### src/rtl/fetch_queue_unit.sv
// Instruction fetch front end: issues in-order memory reads under a 2-slot credit,
// buffers returned words in a 2-entry queue for ID, and drops stale responses after a redirect.
module fetch_queue_unit #(
    parameter logic [11:0] RESET_PC = 12'h000
) (
    input  logic        clk,
    input  logic        rst,
    input  logic        pcsrc,
    input  logic [11:0] branch_target,
    output logic        imem_req,
    output logic [11:0] imem_addr,
    input  logic        imem_rvalid,
    input  logic [31:0] imem_rdata,
    output logic        if_valid,
    output logic [31:0] if_ir,
    output logic [11:0] if_npc,
    input  logic        id_ready,
    output logic        resp_err
);

    logic [11:0] fetch_pc;

    logic [31:0] q_ir [2];
    logic [11:0] q_pc [2];
    logic        q_rd;
    logic        q_wr;
    logic [1:0]  count;

    logic [11:0] af_addr [2];
    logic        af_rd;
    logic        af_wr;
    logic [1:0]  inflight;
    logic [1:0]  drop;
    logic        resp_err_q;

    logic        pop;
    logic        accept;
    logic        discard;
    logic        stray;
    logic [2:0]  occ;

    // Stale responses still occupy a credit until they come back, so drop counts as occupancy.
    always_comb begin
        pop      = (count != 2'd0) & id_ready & !rst;
        occ      = {1'b0, count} + {1'b0, inflight} + {1'b0, drop};
        imem_req = !rst & !pcsrc & (occ < (3'd2 + {2'b00, pop}));
        accept   = imem_rvalid & (drop == 2'd0) & (inflight != 2'd0);
        discard  = imem_rvalid & (drop != 2'd0);
        stray    = imem_rvalid & (drop == 2'd0) & (inflight == 2'd0);
    end

    assign imem_addr = fetch_pc;
    assign if_valid  = !rst & (count != 2'd0);
    assign if_ir     = if_valid ? q_ir[q_rd] : 32'd0;
    assign if_npc    = if_valid ? (q_pc[q_rd] + 12'd4) : 12'd0;
    assign resp_err  = resp_err_q;

    always_ff @(posedge clk) begin
        if (rst) begin
            fetch_pc   <= RESET_PC;
            q_rd       <= 1'b0;
            q_wr       <= 1'b0;
            count      <= 2'd0;
            af_rd      <= 1'b0;
            af_wr      <= 1'b0;
            inflight   <= 2'd0;
            drop       <= 2'd0;
            resp_err_q <= 1'b0;
        end else begin
            if (stray) begin
                resp_err_q <= 1'b1;
            end
            if (pcsrc) begin
                // Everything still outstanding at the memory becomes stale, including
                // responses already owed to an earlier redirect.
                fetch_pc <= branch_target;
                q_rd     <= 1'b0;
                q_wr     <= 1'b0;
                count    <= 2'd0;
                af_rd    <= 1'b0;
                af_wr    <= 1'b0;
                inflight <= 2'd0;
                drop     <= drop - 2'(discard) + inflight - 2'(accept);
            end else begin
                if (imem_req) begin
                    fetch_pc <= fetch_pc + 12'd4;
                    af_wr    <= ~af_wr;
                end
                if (accept) begin
                    af_rd <= ~af_rd;
                    q_wr  <= ~q_wr;
                end
                if (pop) begin
                    q_rd <= ~q_rd;
                end
                count    <= count + 2'(accept) - 2'(pop);
                inflight <= inflight + 2'(imem_req) - 2'(accept);
                if (discard) begin
                    drop <= drop - 2'd1;
                end
            end
        end
    end

    // Payload storage carries no reset; occupancy counters decide what is meaningful.
    always_ff @(posedge clk) begin
        if (imem_req) begin
            af_addr[af_wr] <= fetch_pc;
        end
        if (accept) begin
            q_ir[q_wr] <= imem_rdata;
            q_pc[q_wr] <= af_addr[af_rd];
        end
    end

endmodule
### config.mk
export PLATFORM = sky130hd
export DESIGN_NAME = fetch_queue_unit
export DESIGN_NICKNAME = d
export VERILOG_FILES = /design/src/rtl/fetch_queue_unit.sv
export SDC_FILE = /design/constraint.sdc
export NUM_CORES = 1
export LEC_CHECK = 0
export CAP_MARGIN = 10
export CORE_MARGIN = 2
export CORE_UTILIZATION = 45
export CTS_CLUSTER_DIAMETER = 120
export DETAILED_ROUTE_END_ITERATION = 10
export PLACE_DENSITY = 0.75
export SYNTH_ARGS = -nofsm -noshare
export SYNTH_HDL_FRONTEND = slang
export SYNTH_SLANG_ARGS = --single-unit
### constraint.sdc
create_clock -name clk -period 3.7 [get_ports clk]
set_input_delay 0.37 -clock clk [delete_from_list [all_inputs] [get_ports clk]]
set_output_delay 0.37 -clock clk [all_outputs]
set_load 0.02 [all_outputs]
Word level (Yosys, flattened, before mapping). Memories as Yosys holds them, arrays and structs flattened. A register that Yosys moved wholly into a read port is not among the register bits. Index checks and enable logic that the tools add are counted.

Register bits: 23. Memory bits (writable): 112. Bits of input ports: 49. Output and inout port bits: 59. Word-level logic and storage cells: 65. Memories: 3.

$add $sub $neg: 13. Magnitude comparators: 1. Muxes and demuxes: 16. Bitwise gates (word level): 13. Reduce and logical (&&, ||, !) cells: 10.

Memories: q_ir (depth 2, bits a word 32, rd ports 1, clocked after memory_dff 1, wr ports 1, line 23) `logic [31:0] q_ir [2];`; af_addr (depth 2, bits a word 12, rd ports 1, clocked after memory_dff 1, wr ports 1, line 29) `logic [11:0] af_addr [2];`; q_pc (depth 2, bits a word 12, rd ports 1, clocked after memory_dff 1, wr ports 1, line 24) `logic [11:0] q_pc [2];`.

Operators with widths (number): 12-bit two-way mux (3); 32-bit two-way mux (1); 12-bit by 3-bit adder with 12-bit output (second input constant) (2); 1-bit two-way mux (10); 2-bit nonzero test (5); 1-bit bitwise AND (9); 2-bit by 1-bit subtractor with 2-bit output (4); 2-bit by 1-bit adder with 2-bit output (2); 2-bit logical NOT (2); 2-bit two-way mux (2); 1-bit NOT (4); 2-bit by 1-bit adder with 3-bit output (first input constant) (1); 2-bit by 2-bit adder with 3-bit output (1); 3-bit by 2-bit adder with 3-bit output (1); 3-bit less-than comparator (1); 2-bit adder (1); 1-bit logical NOT (2); 2-bit OR reduction (1); 2-bit by 1-bit subtractor with 2-bit output (second input constant) (1).

Longest topological paths before layout.
Depth in word-level cells: 8. Depth in mapped cells: 12. Gate-level depth less buffers: 12.

Least setup slack after synthesis. Ideal clock, no wire load.

Path kind: reg2reg. Start: register drop[0]. End: memory q_ir[0][0] (enable). Arrival: 2.729 ns. Required time: 3.254 ns. Path slack: 0.525 ns. Cell stages (with the launch flop): 5. Path buffers: 0. Cell sequence: dfxtp_1 -> inv_1 -> ha_1 -> o211ai_1 -> nor2_1.

Word-level cells in the longest chain between the ends: 5.

RTL lines: from (decl) (line 33) `logic [1:0] drop;`; from (signal assigned) (line 83) `drop <= drop - 2'(discard) + inflight - 2'(accept);`; from (signal assigned) (line 99) `drop <= drop - 2'd1;`; 2-bit logical NOT (line 47) `accept = imem_rvalid & (drop == 2'd0) & (inflight != 2'd0);`; 1-bit bitwise AND (2 in series) (line 47); 1-bit two-way mux (line 110) `if (accept) begin`; 1-bit two-way mux (implied by the code) (line 111) `q_ir[q_wr] <= imem_rdata;`; to (decl) (line 23).

Every way passes these cells.

Worst setup path in the final report.
Start: register count[1]. End: output port imem_req.

Word-level cells in the longest chain between the ends: 6. Elaborated cells between the ends (all ways): 8.

RTL lines: from (decl) (line 27) `logic [1:0] count;`; from (signal assigned) (line 96) `count <= count + 2'(accept) - 2'(pop);`; branches (longest 4 deep; another with 2-bit by 2-bit adder with 3-bit output); 3-bit less-than comparator * (line 46) `imem_req = !rst & !pcsrc & (occ < (3'd2 + {2'b00, pop}));`; 1-bit bitwise AND * (line 46); to (decl) (line 10) `output logic imem_req,`.

Mark *: on every way between the ends.

==> reports/metrics.cfg <==
[synthesis]
synth-edff-count=112
syn-num-nets=483
avgSynthCellArea_um2=13.91
ys_seq_area_frac=0.6597
synth_seq_cells=137
synthCells=421
yosys_warnings=0
async_flop_share=0
ys.flop_type=edfxtp_1
synth_cell_type_count=46
syn_area_um2=5857

[route]
firstDrtPassIters=6
routed_wirelength_mm=10.69
wl_met1_mm=5.006
drc_errors=0
drtIter0Drc=249
wl_met2_mm=4.920
ant_nets=0
vias=3608
wl_per_cell_um=14.83
dr_wl_met3_um=620
viasPerCell=5.004
routed.top_layer=met4

[sta]
tightest_slew_ps=1053
slew_headroom=0.2961
fin_worst_skew_ps=3.520
layout_min_cycle_time_ps=3393
finalHoldViolCount=0
rsz0062_at_grt=false
holdWs_ps=503.3
setup_viol=0
drv_slew=0
tns_ps=0
period_share=0.9171
fmax_mhz=294.7

[die]
num_rows=41
dieArea_um2=13940
top_level_ports=108
chipWidth_um=118.1
die_h_um=118.1
initial_core_util=0.4622
core_um2=12670

[cts]
post_cts_buffers=0
insertion_delay_ps=400
tritoncts=built
post_cts_resized=0
root_buffer=clkbuf_16
clock_path_buffers=2
hold_buffers=0
clock-sinks=137
clkSlewWorstSetupHoldPaths_ps=50
numCtsBuffers=17
htree_levels=4

[setup_path]
path_class=register to output port
worstPathRequired_ps=3330
cp.arrival_ps=3020
r2r_setup_slack_ps=590
path_max_fanout=8
start_kind=register
crit_path_end_kind=output port

[cells_and_area]
drive_above_1_share=0.1093
final_common_cell=edfxtp_1
fin_util=0.6108
diodes=0
fin_nets=598
area_delta_synth_final_pct=32.15
fillers=964
mostFrequentLayoutCells=edfxtp_1 (112), clkdlybuf4s50_1 (107), nor2_1 (55), mux2i_1 (42), inv_1 (27)

[status]
outcome=completed

[global_route]
grt_overflow_total=0
grt_max_degree=45
grt_util_all_layers=0.1610
grt_pass1_vias=3532
antenna_found_initial=0
grt_pass1_wl_mm=17.58

[pwr]
leakagePower_nw=2.629
ir_drop_mv=0.2968
powerDensity_nw_per_um2=524.8

[place]
gp_congestion=0.7930
hpwlAfterDp_mm=7.172
portBuffers=107

[job]
max_cap_viol_count=0

[min_path]
hold_class=register to register

==> stage by stage <==
step           worst slack [ps]  area, um^2  cells  total power, W
5_1_grt                   141.1        7740    721        0.004230
2_1_floorplan             525.1        5857    421        0.002198
4_1_cts                   258.4        7740    721        0.004096
6_report                  306.9        7740    721        0.004062
3_5_place_dp              479.8        7131    689        0.002385
3_3_place_gp              582.6        7131    689        0.002366
==> Yosys cell counts (all sizes together), types with 2 or more instances <==
master / n / area (um^2)
xnor2: 14 / 130.1
xor2: 9 / 78.83
mux2i: 42 / 420.4
o21a: 8 / 60.06
nand4: 3 / 18.77
clkbuf: 9 / 33.78
and3: 2 / 12.51
mux2: 15 / 168.9
o21ai: 2 / 10.01
nand2: 8 / 30.03
a32oi: 2 / 17.52
a2111oi: 2 / 30.03
a211o: 2 / 17.52
dfxtp: 25 / 500.5
edfxtp: 112 / 3363
ha: 9 / 112.6
buf: 9 / 58.81
a21oi: 13 / 65.06
nor3: 7 / 35.03
nor2b: 4 / 25.02
nand3: 9 / 45.04
and2: 4 / 25.02
a21o: 2 / 15.01
nor2: 57 / 214.0
o211ai: 3 / 36.28
inv: 27 / 101.4
a211oi: 5 / 42.54
nand4b: 2 / 17.52
fa: 4 / 80.08
==> sequential cells by signal, indices dropped and copies added, names as in the netlist, 2 cells and up, named ones only <==
| name | flops |
|---|---|
| af_addr | 24 |
| q_ir | 64 |
| q_pc | 24 |
| imem_addr | 12 |
| inflight | 2 |
| drop | 2 |
| count | 2 |
==> routing by layer <==
layer | up-vias | track usage
li1 | 1763 | -
met1 | 1716 | 0.2154
met2 | 116 | 0.2504
met3 | 13 | 0.04215
met4 | 0 | 0.06476
met5 | - | 0
==> final cells by class <==
class	instances	area, um^2	area share
Clock buffer	18	429.2	0.05545
Clock inverter	14	180.2	0.02328
Inverter	27	101.3	0.01309
Multi-Input combinational cell	239	1826	0.2359
Sequential cell	137	3865	0.4994
Tap cell	172	215.2	0.02780
Timing Repair Buffer	114	1124	0.1452
==> power by group <==
part | internal, W | switching [W]
Sequential | 0.00178 | 0.0000536
Combinational | 0.000250 | 0.000271
Clock | 0.00112 | 0.000590
==> path summary, 6_finish.rpt <==
path,endpoint,depth (start not counted),from
min reg2reg,resp_err,2,resp_err
min,resp_err,2,resp_err
max,imem_req,8,count[1]
max reg2reg,drop[1],12,drop[0]
==> critical path, stage by stage (launching register included) <==
cell and delay, ps:
dfxtp_1 470, inv_1 110, fa_1 540, inv_1 40, ha_1 220, xnor2_2 230, a21o_1 240, nor2_1 150
clkdlybuf4s50_1 630
==> kinds of logic (layout without fill, tap and decap cells) <==
kind of cell    after synthesis  in the layout  synth area share
compound gates               47             47           0.06238
xor+xnor                     23             23           0.03568
fa+ha+maj                    13             13           0.03290
buf+inv                      45            173           0.03311
flops                       137            137            0.6597
mux                          57             57            0.1006
simple gates                 99             99           0.07563
(Power assumes the default switching activity.)
